==> src/rtl/mips_pkg.sv <==
// Shared MIPS decode constants and the fetch-controller state encoding.
package mips_pkg;

  localparam logic [5:0]  OP_RTYPE      = 6'h00;
  localparam logic [5:0]  OP_J          = 6'h02;
  localparam logic [5:0]  OP_BEQ        = 6'h04;
  localparam logic [5:0]  OP_BNE        = 6'h05;
  localparam logic [5:0]  FUNCT_SYSCALL = 6'h0C;
  localparam logic [31:0] NOP_INST      = 32'h0000_0000;

  typedef enum logic [1:0] {
    IDLE = 2'd0,
    LOAD = 2'd1,
    RUN  = 2'd2,
    HALT = 2'd3
  } fetch_state_e;

  function automatic logic [31:0] br_offset(input logic [15:0] imm);
    return {{14{imm[15]}}, imm, 2'b00};
  endfunction

endpackage

==> src/rtl/imem_fetch_ctrl_next_pc_calc.sv <==
// Combinational next-PC computation for sequential, jump and branch flow,
// plus SYSCALL detection.
module next_pc_calc
  import mips_pkg::*;
(
  input  logic [31:0] pc_i,
  input  logic [31:0] inst_i,
  input  logic        br_taken_i,
  output logic [31:0] next_pc_o,
  output logic        is_syscall_o
);

  logic [31:0] pc4_s;
  logic [5:0]  opcode_s;
  logic [5:0]  funct_s;

  // Decode the fetched word and select the flow-change target
  always_comb begin
    pc4_s        = pc_i + 32'd4;
    opcode_s     = inst_i[31:26];
    funct_s      = inst_i[5:0];
    is_syscall_o = (opcode_s == OP_RTYPE) && (funct_s == FUNCT_SYSCALL);
    if (is_syscall_o) begin
      next_pc_o = pc_i;
    end else if (opcode_s == OP_J) begin
      next_pc_o = {pc4_s[31:28], inst_i[25:0], 2'b00};
    end else if (((opcode_s == OP_BEQ) || (opcode_s == OP_BNE)) && br_taken_i) begin
      next_pc_o = pc4_s + br_offset(inst_i[15:0]);
    end else begin
      next_pc_o = pc4_s;
    end
  end

endmodule

==> src/rtl/imem_fetch_ctrl.sv <==
// Fetch sequencer and instruction-memory port owner (fetch vs. byte loader).
// Optional cycle counters are enabled by defining IMEM_FETCH_PERF_EN.
module imem_fetch_ctrl
  import mips_pkg::*;
#(
  parameter int          MEM_BYTES = 256,
  parameter int          ADDR_W    = 8,
  parameter logic [31:0] RESET_PC  = 32'h0000_0000
) (
  input  logic              clk,
  input  logic              rst,
  input  logic              start,
  input  logic              stall,
  input  logic              br_taken,
  output logic [31:0]       imem_addr,
  input  logic [31:0]       imem_inst,
  output logic              imem_we,
  output logic [ADDR_W-1:0] imem_waddr,
  output logic [7:0]        imem_wdata,
  input  logic              ld_req,
  output logic              ld_gnt,
  input  logic              ld_valid,
  input  logic [ADDR_W-1:0] ld_addr,
  input  logic [7:0]        ld_data,
  input  logic              ld_done,
  output logic [31:0]       pc,
  output logic [31:0]       inst,
  output logic              inst_valid,
  output logic              halted,
  output logic              fault
`ifdef IMEM_FETCH_PERF_EN
  ,
  output logic [31:0]       retired_cnt,
  output logic [31:0]       stall_cnt
`endif
);

  localparam logic [31:0] PC_MAX = 32'(MEM_BYTES - 4);

  fetch_state_e state_q, state_d;
  logic [31:0]  pc_q, pc_d;
  logic         halted_q, halted_d;
  logic         fault_q, fault_d;
  logic [31:0]  calc_pc_s;
  logic         is_syscall_s;
  logic         start_acc_s;

  next_pc_calc u_next_pc (
    .pc_i        (pc_q),
    .inst_i      (imem_inst),
    .br_taken_i  (br_taken),
    .next_pc_o   (calc_pc_s),
    .is_syscall_o(is_syscall_s)
  );

  // State, PC and status registers
  always_ff @(posedge clk or posedge rst) begin
    if (rst) begin
      state_q  <= IDLE;
      pc_q     <= RESET_PC;
      halted_q <= 1'b0;
      fault_q  <= 1'b0;
    end else begin
      state_q  <= state_d;
      pc_q     <= pc_d;
      halted_q <= halted_d;
      fault_q  <= fault_d;
    end
  end

  // Next-state logic; a pending loader request always beats start
  always_comb begin
    state_d     = state_q;
    pc_d        = pc_q;
    halted_d    = halted_q;
    fault_d     = fault_q;
    start_acc_s = 1'b0;
    case (state_q)
      IDLE, HALT: begin
        if (ld_req) begin
          state_d  = LOAD;
          halted_d = 1'b0;
          fault_d  = 1'b0;
        end else if (start) begin
          state_d     = RUN;
          pc_d        = RESET_PC;
          halted_d    = 1'b0;
          fault_d     = 1'b0;
          start_acc_s = 1'b1;
        end else begin
          state_d = state_q;
        end
      end
      LOAD: begin
        if (ld_done) begin
          state_d = IDLE;
        end else begin
          state_d = LOAD;
        end
      end
      RUN: begin
        if (stall) begin
          pc_d = pc_q;
        end else if (is_syscall_s) begin
          state_d  = HALT;
          halted_d = 1'b1;
        end else begin
          // The offending PC is kept so the datapath can report it
          pc_d = calc_pc_s;
          if (calc_pc_s > PC_MAX) begin
            state_d  = HALT;
            halted_d = 1'b1;
            fault_d  = 1'b1;
          end else begin
            state_d = RUN;
          end
        end
      end
      default: begin
        state_d = IDLE;
      end
    endcase
  end

  assign pc         = pc_q;
  assign imem_addr  = pc_q;
  assign halted     = halted_q;
  assign fault      = fault_q;
  assign inst_valid = (state_q == RUN);
  assign inst       = inst_valid ? imem_inst : NOP_INST;
  assign ld_gnt     = (state_q == LOAD);
  assign imem_we    = ld_gnt && ld_valid;
  assign imem_waddr = ld_gnt ? ld_addr : '0;
  assign imem_wdata = ld_gnt ? ld_data : 8'h00;

`ifdef IMEM_FETCH_PERF_EN
  logic [31:0] retired_q;
  logic [31:0] stall_q;

  // Saturating retire/stall cycle counters, cleared whenever a run starts
  always_ff @(posedge clk or posedge rst) begin
    if (rst) begin
      retired_q <= 32'd0;
      stall_q   <= 32'd0;
    end else if (start_acc_s) begin
      retired_q <= 32'd0;
      stall_q   <= 32'd0;
    end else if (state_q == RUN) begin
      if (stall) begin
        if (stall_q != 32'hFFFF_FFFF) stall_q <= stall_q + 32'd1;
      end else begin
        if (retired_q != 32'hFFFF_FFFF) retired_q <= retired_q + 32'd1;
      end
    end
  end

  assign retired_cnt = retired_q;
  assign stall_cnt   = stall_q;
`endif

endmodule

==> config.mk <==
export PLATFORM = sky130hd
export DESIGN_NAME = imem_fetch_ctrl
export DESIGN_NICKNAME = d
export VERILOG_FILES = /design/src/rtl/mips_pkg.sv /design/src/rtl/imem_fetch_ctrl_next_pc_calc.sv /design/src/rtl/imem_fetch_ctrl.sv
export SDC_FILE = /design/constraint.sdc
export NUM_CORES = 1
export LEC_CHECK = 0
export CAP_MARGIN = 20
export CELL_PAD_IN_SITES_DETAIL_PLACEMENT = 1
export CELL_PAD_IN_SITES_GLOBAL_PLACEMENT = 1
export CORE_ASPECT_RATIO = 0.6
export CORE_MARGIN = 1
export CORE_UTILIZATION = 42
export CTS_CLUSTER_SIZE = 20
export DETAILED_ROUTE_END_ITERATION = 10
export DONT_BUFFER_PORTS = 1
export PLACE_DENSITY_LB_ADDON = 0.1
export SETUP_SLACK_MARGIN = 0.05
export SLEW_MARGIN = 20
export SYNTH_ARGS = -nofsm -noshare
export SYNTH_HDL_FRONTEND = slang
export SYNTH_SLANG_ARGS = --single-unit
export TNS_END_PERCENT = 30
==> constraint.sdc <==
create_clock -name clk -period 3.8 [get_ports clk]
set_input_delay 0.76 -clock clk [delete_from_list [all_inputs] [get_ports clk]]
set_output_delay 0.76 -clock clk [all_outputs]
set_load 0.05 [all_outputs]
==> metrics.md, run 1 <==
| Metric | Value |
|---|---|
| Cell Area, Placed | `7411 um2` |
| Failing checks | `negative setup slack` |
| CP startpoint kind | `register` |
| Max Freq | `235.2 MHz` |
| CTS max path bufs | `2` |
| Peak supply drop | `312.4 uV` |
| GRT Total Usage | `45.56%` |
| Number of enable flip-flop cells after synthesis | `0` |
| FILL cells | `1586` |
| Die Y | `91.45 um` |
| Status | `complete, but fails checks` |
| Vias per cell | `6.779` |
| Initial antenna violation count | `2` |
| Ports | `173` |
| TritonRoute pass-1 iters | `5` |
| Final hold vios | `0` |
| Final WS setup | `-0.4515 ns` |
| Routed Antenna Nets | `0` |
| CTS tree | `done` |
| Cell Int Power | `1959 uW` |
| Final Skew | `0.004376 ns` |
| Pwr/cell area | `586.5 nW/um2` |
| Post-Place Cells | `1110` |
| Syn nets | `862` |
| Distinct cell type count after synthesis | `78` |
| Hold_buf cts | `0` |
| Total negative slack | `-1.639 ns` |
| Top cell type's share of synthesized area | `16.09%` |
| Async SR Flop Fraction | `100.0%` |
| Row cnt | `32` |
| Setup-failing EPs final | `6` |
| Final Instance Count excl. Fillers | `1140` |
| Post-synth top area cell | `dfrtp_1` |
| Setup Crit Path Kind | `register to register` |
| CP top delay family | `compound AO/OA/AOI/OAI gates` |
| Combinational share of power | `78.2%` |
| Crit-path cells | `ha_4 -> nand3_4 -> buf_6 -> xnor2_4 -> ha_4 -> a21o_1 -> a221o_1 -> a21oi_2 -> buf_4 -> buf_4 -> o21ai_0 -> buf_4 -> o311ai_0 -> buf_4 -> a21o_1 -> and4_1 -> and4b_2 -> a211oi_2` |
| Pwr Total | `4843 uW` |
| Drc violations | `0` |
| Vias in the first global route | `7781` |
| CTS root buf | `clkbuf_16` |
| Crit path top cell by count | `buf_4` |
| Die area | `13820 um2` |
| Buf/Inv on CP | `5` |
| Via count | `7728` |
| Synthesized flop and latch total | `36` |
| Die Span X | `151.1 um` |
| RSZ-0062 raised after global routing | `true` |
| Crit path max fanout | `5` |
| Detailed placement HPWL | `23560 um` |
| Final worst-path cycle share | `111.9%` |
| MaxCap Viol Count | `0` |
| Worst path slowest cell | `dfrtp_4` |
| First-pass GRT wire length | `46750 um` |
| Core area | `12930 um2` |
| Cell with the most instances after synthesis | `nand2_1` |
| Post-Syn Area | `5600 um2` |
| Worst setup EP type | `register` |
| Switching Share | `59.56%` |
| Wire length per cell | `28.34 um` |
| Count of warnings emitted by yosys | `0` |
| Worst-path clk slew | `0.06 ns` |
| Top cells by area, synth | `dfrtp_1, ha_1, a21oi_1` |
| Psw | `2885 uW` |
| Post-Syn Instances | `771` |
| Largest net degree at the start of global routing | `37` |
| Static leakage | `0.003835 uW` |
| Nets | `1058` |
| Register share of total power | `12.4%` |
| Grt ovf | `0` |
| TritonCTS Buffers | `5` |
| Post-synthesis sequential area ratio | `16.09%` |
| Layout cells sized above 1 | `40.81%` |
| Hold WC Path Type | `input port to asynchronous set/reset pin` |
| Top_reg_cell synth | `dfrtp_1` |
| Final slew viol count | `0` |
| CTS H-tree lvls | `2` |
| Starting Density | `43.30%` |
| Finished Core Util | `63.85%` |
| Final Critical Period | `4.251 ns` |
| Routability cong. | `0.9511` |
| Arrival time worst endpoint | `4.42 ns` |
| Average cell area after synthesis | `7.264 um2` |
| Slew headroom | `35.68%` |
| DRT Wirelength | `32310 um` |
| # port buffers | `0` |
| Worst-skew pair later-pin latency | `0.29 ns` |
| Post-synth top cells | `nand2_1, a21oi_1, nor2_1` |
| Worst Max-Slew Pin Slew | `0.9648 ns` |
| DR iter-0 viols | `551` |
| CP max stage delay | `0.53 ns` |
| Crit path required time | `3.97 ns` |
| Area grow syn2layout | `47.45%` |
| Post-Layout Inst Area | `8258 um2` |
| Clock Power Share | `9.3%` |
| CTS sink cnt | `36` |
power by group through the flow:
stage	logic [uW]	registers, uW	clock network [uW]
floorplan	2090	825	0
global placement	3300	584	0
detailed placement	3400	595	0
CTS	3540	590	441
global route	3940	608	461
finish	3790	602	452
kinds of logic after synthesis:
| kind of cell | count (synthesis) | share of synthesized area (%) |
|---|---|---|
| AO/OA/AOI/OAI | 239 | 28.62 |
| XOR/XNOR | 35 | 5.719 |
| adder cells (fa/ha/maj) | 35 | 7.954 |
| buffers and inverters | 97 | 9.048 |
| flip-flops | 36 | 16.09 |
| multiplexers | 12 | 2.145 |
| AND/OR/NAND/NOR | 317 | 30.43 |
placed cells by master, fill, tap and decap left out, drive strengths merged, types with 14 or more instances in the layout:
master  Yosys  final
buf        43    263
nand2      70     70
a21oi      62     62
nor2       53     53
and2       48     48
o21ai      47     47
dfrtp      36     36
ha         34     34
nand3      28     28
nand4      23     23
nor3       23     23
inv        22     22
xnor2      20     20
a21o       17     17
nor4       15     15
a22o       14     14
xor2       14     14
metal layers:
metal,global-route usage (%),vias up,part of all wire [%]
met4,15.08,0,3.1
met5,0,-,0
met1,60.25,3825,41
li1,-,3244,-
met2,70.15,578,44
met3,13.57,81,12
sequential cells by signal (all words and copies together), names as in the netlist:
| name | count |
|---|---|
| fault | 1 |
| halted | 1 |
| imem_addr | 32 |
| state_q | 2 |
path summary, 6_finish.rpt:
check                              start       endpoint  slack (ns)  cells after the start
min                                  rst   imem_addr[5]        0.48                      2
max                         imem_addr[2]          fault       -0.45                     18
max reg2reg                 imem_addr[2]          fault       -0.45                     18
min in group clk           imem_addr[27]  imem_addr[27]        0.68                      2
min reg2reg                imem_addr[27]  imem_addr[27]        0.68                      2
max in group asynchronous            rst   imem_addr[2]        2.89                      2
metrics by stage:
| step | hold slack (ns) | setup slack, ns |
|---|---|---|
| 2_1_floorplan | 0.5400 | -0.06470 |
| 3_3_place_gp | 0.5652 | -0.3546 |
| 3_5_place_dp | 0.6227 | -0.6077 |
| 4_1_cts | 0.5084 | -0.3275 |
| 5_1_grt | 0.5135 | -0.5078 |
| 6_report | 0.4812 | -0.4515 |
what timing repair did:
action,in CTS,in global routing
endpoints found under the setup margin,12,13
gates resized for setup,50,46
pin swaps,18,29
setup buffers,13,7
gates cloned,0,0
layout make-up:
class / instances / area (um2) / area share [%]
antenna: 2 / 5.005 / 0.06061
clock buffer: 6 / 138.9 / 1.682
clock inverter: 2 / 10.01 / 0.1212
inverter: 23 / 86.33 / 1.045
multi-input combinational: 638 / 4875 / 59.03
sequential: 36 / 928.4 / 11.24
tap: 170 / 212.7 / 2.576
timing repair buffer: 263 / 2002 / 24.24
Power figures use the tool's default switching activity.
==> run 2: changes to the inputs <==
Settings changed: RECOVER_POWER from default to 50.
==> metrics.md, run 2 (synthesis results as in run 1) <==
| Metric | Value |
|---|---|
| RSZ-0062 raised after global routing | `true (unchanged)` |
| Cell Int Power | `1959 uW (about the same)` |
| Pwr Total | `4844 uW (was 4843 uW)` |
| CTS max path bufs | `2 (unchanged)` |
| Routability cong. | `0.9511 (unchanged)` |
| DRT Wirelength | `32250 um (was 32310 um)` |
| Final Critical Period | `4.260 ns (was 4.251 ns)` |
| Grt ovf | `0 (unchanged)` |
| TritonCTS Buffers | `5 (unchanged)` |
| Final hold slack | `0.6856 ns (was 0.4812 ns)` |
| Area occupied by multi-input gates | `4875 um2 (unchanged)` |
| Largest register FFs | `32 (unchanged)` |
| Largest net degree at the start of global routing | `37 (unchanged)` |
| Row cnt | `32 (unchanged)` |
| Setup-failing EPs final | `6 (unchanged)` |
| Hold WC Path Type | `register to register (was input port to asynchronous set/reset pin)` |
| Layout cells sized above 1 | `40.50% (was 40.81%)` |
| FILL cells | `1584 (was 1586)` |
| Detailed placement HPWL | `23560 um (unchanged)` |
| Psw | `2885 uW (about the same)` |
| Ports | `173 (unchanged)` |
| Die Y | `91.45 um (unchanged)` |
| Initial antenna violation count | `2 (unchanged)` |
| Worst setup EP type | `register (unchanged)` |
| Register Area | `928.4 um2 (unchanged)` |
| Setup Crit Path Kind | `register to register (unchanged)` |
| Area grow syn2layout | `47.25% (was 47.45%)` |
| Final Skew | `0.002592 ns (was 0.004376 ns)` |
| Vias in the first global route | `7781 (unchanged)` |
| Clock Power Share | `9.3% (about the same)` |
| GRT Total Usage | `45.56% (unchanged)` |
| Final Instance Count excl. Fillers | `1140 (unchanged)` |
| Total negative slack | `-1.665 ns (was -1.639 ns)` |
| Final hold vios | `0 (unchanged)` |
| Pwr/cell area | `587.3 nW/um2 (was 586.5 nW/um2)` |
| Place WS | `-0.6077 ns (unchanged)` |
| Slew headroom | `-51.17% (was 35.68%)` |
| Combinational share of power | `78.3% (was 78.2%)` |
| Post-Place Cells | `1110 (unchanged)` |
| CP startpoint kind | `register (unchanged)` |
| Nets | `1058 (unchanged)` |
| Drc violations | `0 (unchanged)` |
| # port buffers | `0 (unchanged)` |
| Final worst-path cycle share | `112.1% (was 111.9%)` |
| Static leakage | `0.003823 uW (was 0.003835 uW)` |
| Commonest non-fill, non-tap cells in the layout | `buf_4, nand2_1, a21oi_1, and2_1, nor2_1 (unchanged)` |
| Commonest non-fill, non-tap cell in the layout | `buf_4 (unchanged)` |
| CTS root buf | `clkbuf_16 (unchanged)` |
| Max Freq | `234.7 MHz (was 235.2 MHz)` |
| Worst-path clk slew | `0.06 ns (about the same)` |
| Status | `complete, but fails checks (unchanged)` |
| Via count | `7722 (was 7728)` |
| Crit path max fanout | `5 (unchanged)` |
| Switching Share | `59.56% (about the same)` |
| CTS H-tree lvls | `2 (unchanged)` |
| Peak supply drop | `318.4 uV (was 312.4 uV)` |
| MaxCap Viol Count | `1 (was 0)` |
| Die area | `13820 um2 (unchanged)` |
| Die Span X | `151.1 um (unchanged)` |
| Failing checks | `max-capacitance violations, max-slew violations, negative setup slack (was negative setup slack)` |
| Final slew viol count | `37 (was 0)` |
| Wire length per cell | `28.29 um (was 28.34 um)` |
| Core area | `12930 um2 (unchanged)` |
| TritonRoute pass-1 iters | `5 (unchanged)` |
| First-pass GRT wire length | `46750 um (unchanged)` |
| CTS sink cnt | `36 (unchanged)` |
| Worst Max-Slew Pin Slew | `2.267 ns (was 0.9648 ns)` |
| Routed Antenna Nets | `0 (unchanged)` |
| CTS tree | `done (unchanged)` |
| Crit path required time | `3.97 ns (about the same)` |
| Worst-skew pair later-pin latency | `0.29 ns (about the same)` |
| Register share of total power | `12.4% (about the same)` |
| Arrival time worst endpoint | `4.43 ns (was 4.42 ns)` |
| Final WS setup | `-0.4602 ns (was -0.4515 ns)` |
| Register-to-register setup slack | `-0.46 ns (was -0.45 ns)` |
| Vias per cell | `6.774 (was 6.779)` |
| DR iter-0 viols | `551 (unchanged)` |
| Starting Density | `43.30% (unchanged)` |
[run 2: cell count changes in the layout (fill, tap and decap cells not counted)]
| cell | before | now |
|---|---|---|
| clkbuf_1 | 0 | 3 |
| buf_4 | 258 | 255 |
[run 2: path summary, 6_finish.rpt]
check | cells past startpoint | from | endpoint
hold / removal | 2 | imem_addr[27] | imem_addr[27]
hold reg to reg | 2 | imem_addr[27] | imem_addr[27]
setup / recovery | 18 | imem_addr[2] | fault
max in group asynchronous | 2 | rst | imem_addr[2]
setup reg to reg | 18 | imem_addr[2] | fault
min in group asynchronous | 2 | rst | imem_addr[5]
[run 2: timing repair]
action / CTS / global route
buffers inserted: 13 / 7
resized for setup: 50 / 46
pin swaps: 18 / 29
cloned: 0 / 0
setup endpoints to repair: 12 / 13
endpoints found under the hold margin: 0 / 0
hold buffers: 0 / 0
[run 2: critical path: stages, from the launching register on]
cell and delay (ns):
dfrtp_4 0.52, ha_4 0.20, nand3_4 0.14, buf_6 0.16, xnor2_4 0.14, ha_4 0.24
a21o_1 0.19, a221o_1 0.44, a21oi_2 0.22, buf_4 0.15, buf_4 0.09, o21ai_0 0.07
buf_4 0.18, o311ai_0 0.39, buf_4 0.20, a21o_1 0.17, and4_1 0.23, and4b_2 0.30
a211oi_2 0.09
[run 2: final cells by class]
cell class	instances	share of cell area [%]
multi-input cells	638	59.11
clock inverters	2	0.1214
flip-flops and latches	36	11.26
inverters	23	1.047
repair buffers	263	24.14
well taps	170	2.579
diodes	2	0.06069
clock buffers	6	1.684
[run 2: per-layer routing]
layer | vias up | track usage [%] | part of all wire (%)
met1 | 3826 | 60.25 | 40
met3 | 88 | 13.57 | 12
met4 | 0 | 15.08 | 3.3
li1 | 3239 | - | -
met2 | 569 | 70.15 | 44
met5 | - | 0 | 0
[run 2: power by group through the flow]
stage                     Sequential (uW)  Clock [uW]  Combinational (uW)
final                                 601         451                3790
after global routing                  608         461                3940
after CTS                             590         441                3540
after detailed placement              595           0                3400
after global placement                584           0                3300
after floorplan                       825           0                2090
[run 2: through the flow]
step	util, %	cell area [um2]
floorplan	-	5808
global placement	57.30	7411
detailed placement	57.30	7411
CTS	61.33	7931
global route	63.75	8244
finish	63.77	8247
==> run 3: changes to the inputs <==
Settings changed: CAP_MARGIN 20 to default, CORE_UTILIZATION 42 to 31.
==> metrics.md, run 3 (synthesis results as in run 1) <==
| Metric | Value |
|---|---|
| Total negative slack | `-1.350 ns (was -1.665 ns)` |
| Hold Path Sink | `imem_addr[28] (was imem_addr[27])` |
| FILL cells | `2141 (was 1584)` |
| Worst Max-Slew Pin Slew | `1.417 ns (was 2.267 ns)` |
| Detailed placement HPWL | `24400 um (was 23560 um)` |
| Final hold vios | `0 (unchanged)` |
| Commonest non-fill, non-tap cells in the layout | `buf_4, nand2_1, a21oi_1, and2_1, nor2_1 (unchanged)` |
| CTS H-tree lvls | `2 (unchanged)` |
| Antenna cells | `0 (was 2)` |
| DR iter-0 viols | `512 (was 551)` |
| Worst-skew pair later-pin latency | `0.29 ns (about the same)` |
| Via count | `7307 (was 7722)` |
| Worst setup EP type | `register (unchanged)` |
| Register-to-register setup slack | `-0.34 ns (was -0.46 ns)` |
| Die area | `18620 um2 (was 13820 um2)` |
| Final WS setup | `-0.3420 ns (was -0.4602 ns)` |
| Hold_buf cts | `0 (unchanged)` |
| Final Critical Period | `4.142 ns (was 4.260 ns)` |
| GRT Total Usage | `32.23% (was 45.56%)` |
| Final slew viol count | `0 (was 37)` |
| First-pass GRT wire length | `45310 um (was 46750 um)` |
| Setup-failing EPs final | `6 (unchanged)` |
| Nets | `1066 (was 1058)` |
| Arrival time worst endpoint | `4.31 ns (was 4.43 ns)` |
| Drc violations | `0 (unchanged)` |
| Starting Density | `32.17% (was 43.30%)` |
| Register-to-Register Path Depth | `19 (was 18)` |
| Met1 WL | `13840 um (was 13020 um)` |
| Ports | `173 (unchanged)` |
| Die Y | `106.1 um (was 91.45 um)` |
| Routability cong. | `0.9361 (was 0.9511)` |
| CTS sink cnt | `36 (unchanged)` |
| Hold Path Origin | `imem_addr[28] (was imem_addr[27])` |
| RSZ-0062 raised after global routing | `true (unchanged)` |
| Largest net degree at the start of global routing | `37 (unchanged)` |
| Layout cells sized above 1 | `41.50% (was 40.50%)` |
| Max Freq | `241.4 MHz (was 234.7 MHz)` |
| DR top layer | `met4 (unchanged)` |
| Row cnt | `37 (was 32)` |
| Setup Crit Path Kind | `register to register (unchanged)` |
| Peak supply drop | `248.4 uV (was 318.4 uV)` |
| RR Startpoint | `imem_addr[9] (was imem_addr[2])` |
| # port buffers | `0 (unchanged)` |
| Slew headroom | `5.506% (was -51.17%)` |
| Met2 Wirelength | `14050 um (was 14190 um)` |
| CP startpoint kind | `register (unchanged)` |
| Final hold slack | `0.5638 ns (was 0.6856 ns)` |
| CTS tree | `done (unchanged)` |
| Commonest non-fill, non-tap cell in the layout | `buf_4 (unchanged)` |
| Status | `complete, but fails checks (unchanged)` |
| Wire length per cell | `25.31 um (was 28.29 um)` |
| Area grow syn2layout | `50.45% (was 47.25%)` |
| Core area | `17410 um2 (was 12930 um2)` |
| Initial antenna violation count | `1 (was 2)` |
| Static leakage | `0.003903 uW (was 0.003823 uW)` |
| Pwr/cell area | `570.3 nW/um2 (was 587.3 nW/um2)` |
| MaxCap Viol Count | `0 (was 1)` |
| Worst R2R End | `halted (was fault)` |
| Final worst-path cycle share | `109.0% (was 112.1%)` |
| Cells on Worst Hold Path | `2 (unchanged)` |
| TritonCTS Buffers | `5 (unchanged)` |
| Grt ovf | `0 (unchanged)` |
| Routed met3 length | `2440 um (was 3966 um)` |
| Hold WC Path Type | `register to register (unchanged)` |
| Crit path required time | `3.97 ns (about the same)` |
| Largest register FFs | `32 (unchanged)` |
| Crit path max fanout | `6 (was 5)` |
| DRT Wirelength | `30620 um (was 32250 um)` |
| Die Span X | `175.5 um (was 151.1 um)` |
| Vias per cell | `6.039 (was 6.774)` |
| Worst-path clk slew | `0.06 ns (about the same)` |
| CTS max path bufs | `2 (unchanged)` |
| TritonRoute pass-1 iters | `5 (unchanged)` |
| Final Skew | `0.005498 ns (was 0.002592 ns)` |
| Finished Core Util | `48.40% (was 63.77%)` |
| Vias in the first global route | `7322 (was 7781)` |
| Failing checks | `negative setup slack (was max-capacitance violations, max-slew violations, negative setup slack)` |
| Place WS | `-0.5558 ns (was -0.6077 ns)` |
| CTS root buf | `clkbuf_16 (unchanged)` |
| Routed Antenna Nets | `0 (unchanged)` |
run 3: cell count changes in the layout (fill, tap and decap cells not counted), moves of 4 or more:
cell | before | now
clkbuf_1 | 3 | 9
ha_1 | 21 | 25
nor3_2 | 10 | 6
a21oi_2 | 9 | 13
run 3: what timing repair did:
| item | CTS | global route |
|---|---|---|
| endpoints found under the setup margin | 9 | 13 |
| pin swaps | 12 | 33 |
| resized for setup | 30 | 76 |
| cloned | 0 | 0 |
| setup buffers | 5 | 11 |
run 3: worst max path at each step:
stage,startpoint,to,slack [ns],cells after the start
2_1_floorplan,imem_addr[5],fault,-0.06,16
3_3_place_gp,imem_addr[2],fault,-0.45,15
3_5_place_dp,imem_addr[2],fault,-0.56,14
4_1_cts,imem_addr[2],halted,-0.32,15
5_1_grt,imem_addr[9],fault,-0.46,19
6_report,imem_addr[9],halted,-0.34,19
run 3: metal layers:
layer	up-vias	global-route usage, %
met5	-	0
met4	0	5.093
met3	29	6.366
met2	341	52.47
met1	3674	44.52
li1	3263	-
run 3: power breakdown:
group	switching [uW]	internal, uW	total (uW)	leakage, uW
Combinational	2470	1200	3670	0.00335
Clock	182	346	529	0.0000901
Sequential	134	473	607	0.000460
run 3: layout make-up:
cell class                 count  area (um2)  area share [%]
clock buffer                   7       152.6           1.812
clock inverter                 1       30.03          0.3564
inverter                      23       86.33           1.025
multi-input combinational    638        4895           58.09
sequential                    36       927.1           11.00
tap                          234       292.8           3.475
timing repair buffer         271        2042           24.24
run 3: stage by stage:
stage / std cells / instance area [um2] / total power (uW)
after floorplan: 771 / 5808 / 2917
after global placement: 1186 / 7606 / 3954
after detailed placement: 1186 / 7606 / 4038
after CTS: 1199 / 7968 / 4637
after global routing: 1210 / 8426 / 5034
final: 1210 / 8426 / 4805
run 3: worst max-delay path: stages, from the launching register on:
cell,delay (ns)
dfrtp_1,0.44
nand4_4,0.23
buf_4,0.23
nor4_4,0.27
nand3_2,0.13
xnor2_2,0.16
ha_1,0.27
a21oi_2,0.23
o21ai_2,0.10
a2111o_1,0.36
a21oi_2,0.18
buf_4,0.15
buf_4,0.10
o41ai_1,0.06
a21oi_1,0.15
buf_4,0.16
a31oi_1,0.08
nor4_1,0.28
and4b_2,0.34
a21oi_1,0.09
